[config.mk]
export PLATFORM = sky130hd
export DESIGN_NAME = multicycle_control_fsm_flat
export DESIGN_NICKNAME = d
export VERILOG_FILES = /design/src/rtl/multicycle_control_fsm_pkg.sv /design/src/rtl/multicycle_control_fsm_if.sv /design/src/rtl/multicycle_control_fsm_decode.sv /design/src/rtl/multicycle_control_fsm.sv /design/src/flat_wrapper.sv
export SDC_FILE = /design/constraint.sdc
export NUM_CORES = 1
export LEC_CHECK = 0
export BUFFER_PORTS_ARGS = -buffer_cell sky130_fd_sc_hd__buf_2
export CORE_MARGIN = 2
export CORE_UTILIZATION = 37
export CTS_BUF_LIST = sky130_fd_sc_hd__clkbuf_4 sky130_fd_sc_hd__clkbuf_8
export CTS_CLUSTER_SIZE = 25
export DETAILED_ROUTE_END_ITERATION = 16
export GPL_TIMING_DRIVEN = 0
export PLACE_DENSITY = 0.72
export SLEW_MARGIN = 20
export SYNTH_ARGS = -nofsm -noshare
export SYNTH_HDL_FRONTEND = slang
export SYNTH_SLANG_ARGS = --single-unit
export TNS_END_PERCENT = 5
[constraint.sdc]
create_clock -name clk -period 1.63 [get_ports clk]
set_input_delay 0.163 -clock clk [delete_from_list [all_inputs] [get_ports clk]]
set_output_delay 0.163 -clock clk [all_outputs]
set_load 0.02 [all_outputs]
[src/rtl/multicycle_control_fsm_pkg.sv]
// mips_ctrl_pkg: shared types for the multicycle MIPS main control unit.
// Contents: 4-bit state enum, default 6-bit opcode constants, datapath select
// encodings (ALUSrcB, PCSource, ALUOp) and the packed control-word struct that
// carries every decoded output from control_decode to the top level.
package mips_ctrl_pkg;

  typedef enum logic [3:0] {
    StFetch   = 4'd0,
    StDecode  = 4'd1,
    StMemAdr  = 4'd2,
    StMemRd   = 4'd3,
    StMemWb   = 4'd4,
    StMemWr   = 4'd5,
    StExec    = 4'd6,
    StRwb     = 4'd7,
    StBranch  = 4'd8,
    StJump    = 4'd9,
    StAddiEx  = 4'd10,
    StAddiWb  = 4'd11,
    StIllegal = 4'd12
  } state_e;

  localparam logic [5:0] OpcLw   = 6'h23;
  localparam logic [5:0] OpcSw   = 6'h2B;
  localparam logic [5:0] OpcR    = 6'h00;
  localparam logic [5:0] OpcBeq  = 6'h04;
  localparam logic [5:0] OpcJ    = 6'h02;
  localparam logic [5:0] OpcAddi = 6'h08;

  typedef enum logic [1:0] {
    SrcBReg   = 2'b00,
    SrcBFour  = 2'b01,
    SrcBImm   = 2'b10,
    SrcBImmSh = 2'b11
  } alu_src_b_e;

  typedef enum logic [1:0] {
    PcAluResult = 2'b00,
    PcAluOut    = 2'b01,
    PcJump      = 2'b10
  } pc_source_e;

  typedef enum logic [1:0] {
    AluAdd   = 2'b00,
    AluSub   = 2'b01,
    AluFunct = 2'b10
  } alu_op_e;

  typedef struct packed {
    logic       reg_dst;
    logic       ior_d;
    logic       mem_to_reg;
    logic       alu_src_a;
    alu_src_b_e alu_src_b;
    pc_source_e pc_source;
    alu_op_e    alu_op;
    logic       ir_write;
    logic       reg_write;
    logic       mem_read;
    logic       mem_write;
    logic       pc_en;
  } ctrl_t;

endpackage

[src/rtl/multicycle_control_fsm_if.sv]
// multicycle_control_fsm_if: bundle between the control unit and the datapath.
// Inputs to control: op, zero, mem_ready. Outputs from control: mux selects
// (reg_dst, ior_d, mem_to_reg, alu_src_a, alu_src_b, pc_source), alu_op,
// strobes (ir_write, reg_write, mem_read, mem_write, pc_en), illegal, state_o.
// Modport master = control unit, slave = datapath.
interface multicycle_control_fsm_if #(
  parameter int unsigned OP_W = 6
);
  logic [OP_W-1:0] op;
  logic            zero;
  logic            mem_ready;

  logic            reg_dst;
  logic            ior_d;
  logic            mem_to_reg;
  logic            alu_src_a;
  logic [1:0]      alu_src_b;
  logic [1:0]      pc_source;
  logic [1:0]      alu_op;
  logic            ir_write;
  logic            reg_write;
  logic            mem_read;
  logic            mem_write;
  logic            pc_en;
  logic            illegal;
  logic [3:0]      state_o;

  modport master (
    input  op, zero, mem_ready,
    output reg_dst, ior_d, mem_to_reg, alu_src_a, alu_src_b, pc_source, alu_op,
    output ir_write, reg_write, mem_read, mem_write, pc_en, illegal, state_o
  );

  modport slave (
    output op, zero, mem_ready,
    input  reg_dst, ior_d, mem_to_reg, alu_src_a, alu_src_b, pc_source, alu_op,
    input  ir_write, reg_write, mem_read, mem_write, pc_en, illegal, state_o
  );
endinterface

[src/rtl/multicycle_control_fsm_decode.sv]
// control_decode: purely combinational output decoder.
// Ports: state (current FSM state), mem_ready (memory handshake), zero (ALU
// flag) -> ctrl (every select, alu_op and strobe). Selects are Moore; the
// FETCH ir_write/pc_en and BRANCH pc_en are gated by mem_ready/zero in-cycle.
module control_decode
  import mips_ctrl_pkg::*;
#(
  parameter bit MEM_HANDSHAKE = 1'b1
) (
  input  state_e state,
  input  logic   mem_ready,
  input  logic   zero,
  output ctrl_t  ctrl
);

  logic mem_done;
  assign mem_done = MEM_HANDSHAKE ? mem_ready : 1'b1;

  always_comb begin
    ctrl = '0;
    unique case (state)
      StFetch: begin
        ctrl.mem_read  = 1'b1;
        ctrl.alu_src_b = SrcBFour;
        ctrl.ir_write  = mem_done;
        ctrl.pc_en     = mem_done;
      end
      StDecode: ctrl.alu_src_b = SrcBImmSh;
      StMemAdr: begin
        ctrl.alu_src_a = 1'b1;
        ctrl.alu_src_b = SrcBImm;
      end
      StMemRd: begin
        ctrl.mem_read = 1'b1;
        ctrl.ior_d    = 1'b1;
      end
      StMemWb: begin
        ctrl.reg_write  = 1'b1;
        ctrl.mem_to_reg = 1'b1;
      end
      StMemWr: begin
        ctrl.mem_write = 1'b1;
        ctrl.ior_d     = 1'b1;
      end
      StExec: begin
        ctrl.alu_src_a = 1'b1;
        ctrl.alu_op    = AluFunct;
      end
      StRwb: begin
        ctrl.reg_write = 1'b1;
        ctrl.reg_dst   = 1'b1;
      end
      StBranch: begin
        ctrl.alu_src_a = 1'b1;
        ctrl.alu_op    = AluSub;
        ctrl.pc_source = PcAluOut;
        ctrl.pc_en     = zero;
      end
      StJump: begin
        ctrl.pc_source = PcJump;
        ctrl.pc_en     = 1'b1;
      end
      StAddiEx: begin
        ctrl.alu_src_a = 1'b1;
        ctrl.alu_src_b = SrcBImm;
      end
      StAddiWb: ctrl.reg_write = 1'b1;
      default: ctrl = '0;  // ILLEGAL and unused codes drive nothing
    endcase
  end

endmodule

[src/rtl/multicycle_control_fsm.sv]
// multicycle_control_fsm: multicycle MIPS main control unit (lw, sw, R, beq,
// j, addi; other opcodes trap into an absorbing ILLEGAL state).
// Ports: clk, reset (synchronous, active-high), bus (master modport of
// multicycle_control_fsm_if carrying op/zero/mem_ready in and all selects,
// strobes, illegal and state_o out).
module multicycle_control_fsm
  import mips_ctrl_pkg::*;
#(
  parameter int unsigned     OP_W          = 6,
  parameter bit              MEM_HANDSHAKE = 1'b1,
  parameter logic [OP_W-1:0] OP_LW         = OP_W'(OpcLw),
  parameter logic [OP_W-1:0] OP_SW         = OP_W'(OpcSw),
  parameter logic [OP_W-1:0] OP_R          = OP_W'(OpcR),
  parameter logic [OP_W-1:0] OP_BEQ        = OP_W'(OpcBeq),
  parameter logic [OP_W-1:0] OP_J          = OP_W'(OpcJ),
  parameter logic [OP_W-1:0] OP_ADDI       = OP_W'(OpcAddi)
) (
  input logic                     clk,
  input logic                     reset,
  multicycle_control_fsm_if.master bus
);

  if (OP_W < 6) begin : gen_op_w_check
    $error("OP_W must be at least 6");
  end

  state_e state_q, state_d;
  logic   illegal_q;
  logic   mem_done;
  ctrl_t  ctrl;

  assign mem_done = MEM_HANDSHAKE ? bus.mem_ready : 1'b1;

  // op is only looked at in DECODE and MEMADR.
  always_comb begin
    state_d = state_q;
    case (state_q)
      StFetch:  if (mem_done) state_d = StDecode;
      StDecode: begin
        if (bus.op == OP_LW || bus.op == OP_SW) state_d = StMemAdr;
        else if (bus.op == OP_R)                state_d = StExec;
        else if (bus.op == OP_BEQ)              state_d = StBranch;
        else if (bus.op == OP_J)                state_d = StJump;
        else if (bus.op == OP_ADDI)             state_d = StAddiEx;
        else                                    state_d = StIllegal;
      end
      StMemAdr: state_d = (bus.op == OP_SW) ? StMemWr : StMemRd;
      StMemRd:  if (mem_done) state_d = StMemWb;
      StMemWr:  if (mem_done) state_d = StFetch;
      StExec:   state_d = StRwb;
      StAddiEx: state_d = StAddiWb;
      StMemWb, StRwb, StAddiWb, StBranch, StJump: state_d = StFetch;
      StIllegal: state_d = StIllegal;
      default:   state_d = StFetch;
    endcase
  end

  always_ff @(posedge clk) begin
    if (reset) begin
      state_q   <= StFetch;
      illegal_q <= 1'b0;
    end else begin
      state_q <= state_d;
      if (state_d == StIllegal) illegal_q <= 1'b1;
    end
  end

  control_decode #(
    .MEM_HANDSHAKE(MEM_HANDSHAKE)
  ) u_decode (
    .state    (state_q),
    .mem_ready(bus.mem_ready),
    .zero     (bus.zero),
    .ctrl     (ctrl)
  );

  assign bus.reg_dst    = ctrl.reg_dst;
  assign bus.ior_d      = ctrl.ior_d;
  assign bus.mem_to_reg = ctrl.mem_to_reg;
  assign bus.alu_src_a  = ctrl.alu_src_a;
  assign bus.alu_src_b  = ctrl.alu_src_b;
  assign bus.pc_source  = ctrl.pc_source;
  assign bus.alu_op     = ctrl.alu_op;

  // Strobes are killed during reset so an aborted instruction leaves no trace.
  assign bus.ir_write  = ctrl.ir_write  & ~reset;
  assign bus.reg_write = ctrl.reg_write & ~reset;
  assign bus.mem_read  = ctrl.mem_read  & ~reset;
  assign bus.mem_write = ctrl.mem_write & ~reset;
  assign bus.pc_en     = ctrl.pc_en     & ~reset;

  assign bus.illegal = illegal_q;
  assign bus.state_o = state_q;

endmodule
[src/flat_wrapper.sv]
// flat-port wrapper written by rule: the top's interface ports become plain ports
module multicycle_control_fsm_flat import mips_ctrl_pkg::*;
#(
  parameter int unsigned     OP_W          = 6,
  parameter bit              MEM_HANDSHAKE = 1'b1,
  parameter logic [OP_W-1:0] OP_LW         = OP_W'(OpcLw),
  parameter logic [OP_W-1:0] OP_SW         = OP_W'(OpcSw),
  parameter logic [OP_W-1:0] OP_R          = OP_W'(OpcR),
  parameter logic [OP_W-1:0] OP_BEQ        = OP_W'(OpcBeq),
  parameter logic [OP_W-1:0] OP_J          = OP_W'(OpcJ),
  parameter logic [OP_W-1:0] OP_ADDI       = OP_W'(OpcAddi)
)
  (clk, reset, bus_op, bus_zero, bus_mem_ready, bus_reg_dst, bus_ior_d, bus_mem_to_reg, bus_alu_src_a, bus_alu_src_b, bus_pc_source, bus_alu_op, bus_ir_write, bus_reg_write, bus_mem_read, bus_mem_write, bus_pc_en, bus_illegal, bus_state_o);
  multicycle_control_fsm_if #(.OP_W(OP_W)) bus_i ();
  input logic clk;
  input logic reset;
  input wire logic [$bits(bus_i.op)-1:0] bus_op;
  input wire logic [$bits(bus_i.zero)-1:0] bus_zero;
  input wire logic [$bits(bus_i.mem_ready)-1:0] bus_mem_ready;
  output wire logic [$bits(bus_i.reg_dst)-1:0] bus_reg_dst;
  output wire logic [$bits(bus_i.ior_d)-1:0] bus_ior_d;
  output wire logic [$bits(bus_i.mem_to_reg)-1:0] bus_mem_to_reg;
  output wire logic [$bits(bus_i.alu_src_a)-1:0] bus_alu_src_a;
  output wire logic [$bits(bus_i.alu_src_b)-1:0] bus_alu_src_b;
  output wire logic [$bits(bus_i.pc_source)-1:0] bus_pc_source;
  output wire logic [$bits(bus_i.alu_op)-1:0] bus_alu_op;
  output wire logic [$bits(bus_i.ir_write)-1:0] bus_ir_write;
  output wire logic [$bits(bus_i.reg_write)-1:0] bus_reg_write;
  output wire logic [$bits(bus_i.mem_read)-1:0] bus_mem_read;
  output wire logic [$bits(bus_i.mem_write)-1:0] bus_mem_write;
  output wire logic [$bits(bus_i.pc_en)-1:0] bus_pc_en;
  output wire logic [$bits(bus_i.illegal)-1:0] bus_illegal;
  output wire logic [$bits(bus_i.state_o)-1:0] bus_state_o;
  assign bus_i.op = bus_op;
  assign bus_i.zero = bus_zero;
  assign bus_i.mem_ready = bus_mem_ready;
  assign bus_reg_dst = bus_i.reg_dst;
  assign bus_ior_d = bus_i.ior_d;
  assign bus_mem_to_reg = bus_i.mem_to_reg;
  assign bus_alu_src_a = bus_i.alu_src_a;
  assign bus_alu_src_b = bus_i.alu_src_b;
  assign bus_pc_source = bus_i.pc_source;
  assign bus_alu_op = bus_i.alu_op;
  assign bus_ir_write = bus_i.ir_write;
  assign bus_reg_write = bus_i.reg_write;
  assign bus_mem_read = bus_i.mem_read;
  assign bus_mem_write = bus_i.mem_write;
  assign bus_pc_en = bus_i.pc_en;
  assign bus_illegal = bus_i.illegal;
  assign bus_state_o = bus_i.state_o;
  multicycle_control_fsm #(.OP_W(OP_W), .MEM_HANDSHAKE(MEM_HANDSHAKE), .OP_LW(OP_LW), .OP_SW(OP_SW), .OP_R(OP_R), .OP_BEQ(OP_BEQ), .OP_J(OP_J), .OP_ADDI(OP_ADDI)) u_core (.clk(clk), .reset(reset), .bus(bus_i));
endmodule
After elaboration in Yosys (flattened, before gate mapping). Index checks and enable logic that the tools add are counted.

Register bits after elaboration: 5. Latch bits: 0. Bits in writable memories: 0. Bits in read-only memories: 0. Memories: 0.

Add/sub/neg operators: 0. Multipliers: 0. Divide/modulo/power cells: 0. Magnitude comparators: 0. Eq/ne operators: 18. Shift-type cells: 0. Multiplexer cells: 22. Bitwise operators: 6. Reduce and logical (&&, ||, !) cells: 8.

Operator list (number): $pmux 4 s8 (1); $mux 4 (7); $eq 4x4->1 const B (6); $eq 4x3->1 const B (4); $eq 6x6->1 const B (2); $eq 4x2->1 const B (2); $mux 1 (8); $pmux 2 s2 (2); $eq 6x2->1 const B (1); $eq 6x3->1 const B (1); $eq 6x4->1 const B (1); $logic_not 6->1 (1); $mux 3 (2); $pmux 2 s3 (1); $reduce_or 2->1 (3); $and 1x1->1 (5); $eq 4x1->1 const B (1); $logic_not 4->1 (1); $reduce_or 4->1 (1); $pmux 1 s3 (1); $reduce_or 3->1 (1); $logic_or 1x1->1 (1); $not 1->1 (1).

Logic depth before layout (Yosys ltp).
Depth in word-level cells: 8. Mapped depth: 6. Gate-level depth less buffers: 5.

Modules after synthesis. A second synthesis with hierarchy kept.

Cells, all modules: 95. Area total of the unflattened synthesis: 689.4 µm².

By module, submodules not included: multicycle_control_fsm (instances 1, cells each 64, area each 475.5 µm², seq. area each 100.1 µm²); control_decode (instances 1, cells each 31, area each 214.0 µm², seq. area each 0.0 µm²).

Worst setup path after synthesis. No wires, ideal clock.

Kind: register -> output. Start: register u_core.state_q[3] (netlist: u_core.bus.state_o[3]). End: output bus_pc_en. Data arrival time: 1.641 ns. Data required time: 1.467 ns. Setup slack: -0.174 ns. Cell stages (with the launch flop): 5. Path buffers: 2. Cells stage by stage: dfxtp_1 buf_2 clkbuf_1 a21oi_1 nor4_1.

Word-level cells in the longest chain between the ends: 3. Elaborated cells on any way between the ends: 5. Classes of those cells: eq/ne (2); mux (1); bitwise (1); reduce/logical (1).

Ends and longest elaborated chain: start, declared (RTL line multicycle_control_fsm.sv:27) `state_e state_q, state_d;`; start signal, assigned (RTL line multicycle_control_fsm.sv:60) `state_q <= StFetch;`; start signal, assigned (RTL line multicycle_control_fsm.sv:63) `state_q <= state_d;`; $eq 4x4->1 / $logic_not 4->1 (equally long branches) (RTL line multicycle_control_fsm_decode.sv:21) `unique case (state)`; $pmux 1 s3 (*) (RTL line multicycle_control_fsm_decode.sv:21); $and 1x1->1 (*) (RTL line multicycle_control_fsm.sv:90) `assign bus.pc_en = ctrl.pc_en & ~reset;`; end, declared (RTL line flat_wrapper.sv:31) `output wire logic [$bits(bus_i.pc_en)-1:0] bus_pc_en;`.

Every way passes the cells marked *; elsewhere a longest branch is shown, timed or not.

Worst setup path in the final report. Ends and elaborated chain as after synthesis.

==> metrics <==
worst stage delay on the critical path=0.31 ns; worst path required time=between 1 and 1.5 ns; post-synthesis sequential area ratio=15.84%; count of final setup violators=0; antenna violations before repair=0; Post-Synth Adder-Cell Area=0%; critical-path maximum fanout=10; per-cell via count in the routed design=5.444; via count of the first global-routing pass=just under 700; simple logic cell fraction of the synthesized area=between 40% and 50%; compound-gate portion of the synthesized area=23.37%; DIE AREA=2054 um2; slowest stage cell, crit path=sky130_fd_sc_hd__dfxtp_1; slew at the pin with the worst max-slew slack=~0.28 ns; post-synth top area share=15.84%; Final min period=1.548 ns; site row count=14; worst clock skew=0.004342 ns; cell class contributing the biggest share of worst-path delay=buffers and inverters; xor-xnor portion of the synthesized cell area=4.158%; ranking of synthesized cells by area=sky130_fd_sc_hd__dfxtp_1, sky130_fd_sc_hd__nor2_1, sky130_fd_sc_hd__a21oi_1, sky130_fd_sc_hd__nand2b_1, sky130_fd_sc_hd__nor3_1; pin count of the biggest net entering global routing=11; global-route wire length before repair=2718 um; proportion of synthesized area in mux cells=1.782%; worst setup slack before clock tree synthesis=0.1511 ns; count of pins over their slew limit=0; launching element type of the critical path=flip-flop; total of flip-flops plus latches after synthesis=5; total number of clock tree sinks=5; result of the run=complete, no violations; share of cells above drive strength 1=39.84%; class of the tightest hold or removal check=input pin to flip-flop; register cell area after layout=102.6 um2; Routed WL=1704 um; GRT overflow=0; setup slack of the critical path after layout=around 0.08 ns; die height=45.33 um; relative max-transition margin=between 80 and 90%; Syn Std Cell Area=631.9 um2; crit path buf inv count=3; first-pass iteration count of the detailed router=4; number of CTS-inserted buffers=3; dominant combinational cell family by area after synthesis=simple AND/OR/NAND/NOR gates; Arr. time, crit path=between 1 and 1.5 ns; post-synthesis average cell area=6.651 um2; count of distinct cell types in the synthesized netlist=37; starting utilization of the core area=40.53%; top flip-flop cell by instance count after synthesis=sky130_fd_sc_hd__dfxtp_1; Synthesized Nets=105; maximum clock frequency=0.6459 GHz; area of the multi-input gates=501.7 um2; buffer type at the clock tree root=sky130_fd_sc_hd__clkbuf_4; num ports=30; P_leak=0.3888 nW; most frequent standard cell in the layout excluding fill and tap cells=sky130_fd_sc_hd__buf_2; kind of critical path=flip-flop to output pin; buffer levels on the longest clock path=2; violation count after the first detailed-route iteration=13; Skew-Pair Late Insertion Delay=0.24 ns; cells after synthesis=95; CTS tree=yes; area inside the core boundary=1559 um2; number of enable-type register cells in the synthesized netlist=0; number of post-CTS setup repair buffers=0; Max IR drop VDD=292.6 uV; Fin Hold WS=about 0.23 ns; Detailed Place HPWL=1335 um; kind of end point of the critical path=output pin; count of max-cap constraint violations=0; post-layout net count=139; number of port buffers=29; register clock-pin slew on the reported worst setup and hold paths=0.04 ns; number of nets still failing antenna checks after routing=0; global-route usage over all layers=17.90%; final hold violation count=0; DRC violation count after routing=0; average wire length per cell after detail routing=around 12 um; Period Utilization, post-route=94.99%; library cell with the largest summed area after synthesis=sky130_fd_sc_hd__dfxtp_1; Layout fillers=153; final weighted congestion in routability-driven placement=0.8358; count of H-tree levels built during CTS=1; antenna diode count=0; total vias in the final route=784; commonest non-fill, non-tap cells in the layout=sky130_fd_sc_hd__buf_2, sky130_fd_sc_hd__nor2_1, sky130_fd_sc_hd__a21oi_1, sky130_fd_sc_hd__nand2_1, sky130_fd_sc_hd__nor3_1; Power Dens Cells=675.6 nW/um2; Yosys Warn Count=0; RSZ-0062 raised after global routing=yes; post-layout power=just under 600 uW; Die Span X=around 45 um; share of synthesized registers carrying an async set or reset=0%; register-to-register setup slack=0.21 ns; relative area change from synthesis to final layout=35.64%; worst-path cell chain=buf_2 > clkbuf_4 > a21oi_1 > nor4_2 > buf_4; final total negative setup slack=0 ns
==> layout make-up <==
class / count / area share, %
inverter: 1 / 0.4380
tap: 16 / 2.336
clock buffer: 4 / 3.504
multi-input combinational: 82 / 58.54
buffer: 7 / 5.985
sequential: 5 / 11.97
timing repair buffer: 29 / 17.23
==> kinds of logic (layout without fill, tap and decap cells) <==
family	count (synthesis)	count (layout)
compound gates	24	24
xor+xnor	3	3
mux	1	1
simple gates	54	54
flops	5	5
buf+inv	8	41
==> synth_stat cells, types with 3 or more instances <==
master,n
sky130_fd_sc_hd__nand3_1,5
sky130_fd_sc_hd__buf_2,4
sky130_fd_sc_hd__a21oi_1,9
sky130_fd_sc_hd__dfxtp_1,5
sky130_fd_sc_hd__nor2_1,14
sky130_fd_sc_hd__nor3_1,6
sky130_fd_sc_hd__nand2_1,8
sky130_fd_sc_hd__nor4_1,3
sky130_fd_sc_hd__o21ai_0,3
sky130_fd_sc_hd__nand2b_1,5
==> flip-flops by register name (all words and copies together), names as in the netlist <==
register / flops
u_core.bus.state_o: 4
u_core.bus.illegal: 1
==> routing by layer <==
layer | GRT usage [%] | wire, um
met2 | 29.71 | 842
met3 | 2.400 | 95
met5 | 0 | 0
met1 | 22.76 | 759
met4 | 8.235 | 8
==> through the flow <==
step                      utilization (%)  area (um2)  instances
final                               54.98       857.1        144
after detailed placement            51.52       803.3        140
after global routing                54.98       857.1        144
after global placement              51.52       803.3        140
after CTS                           53.85       839.6        144
after floorplan                         -       638.1         95
==> what timing repair did <==
action,CTS,global route
pin swaps,0,0
endpoints found under the hold margin,0,0
setup endpoints to repair,4,4
hold buffers,0,0
gates resized for setup,3,7
==> worst register-to-register path: cells and delay by family, from the launching register on <==
kind            cells  cell delay, ns
flops               1            0.42
buf+inv             1            0.26
simple gates        3            0.26
compound gates      1            0.22
xor+xnor            1            0.14
==> power breakdown <==
part	total, mW	switching (mW)	internal (mW)
logic	0.277	0.169	0.108
clock network	0.161	0.0520	0.109
registers	0.141	0.00883	0.132
total	0.579	0.230	0.349
==> final timing paths <==
kind	cells after the start	to	startpoint
setup reg to reg	6	u_core.bus.state_o[3]	u_core.bus.state_o[2]
hold / removal	3	u_core.bus.state_o[0]	bus_op[1]
hold reg to reg	2	u_core.bus.illegal	u_core.bus.illegal
setup / recovery	5	bus_pc_en	u_core.bus.state_o[3]
No activity file was read; power rests on OpenSTA's default activity.
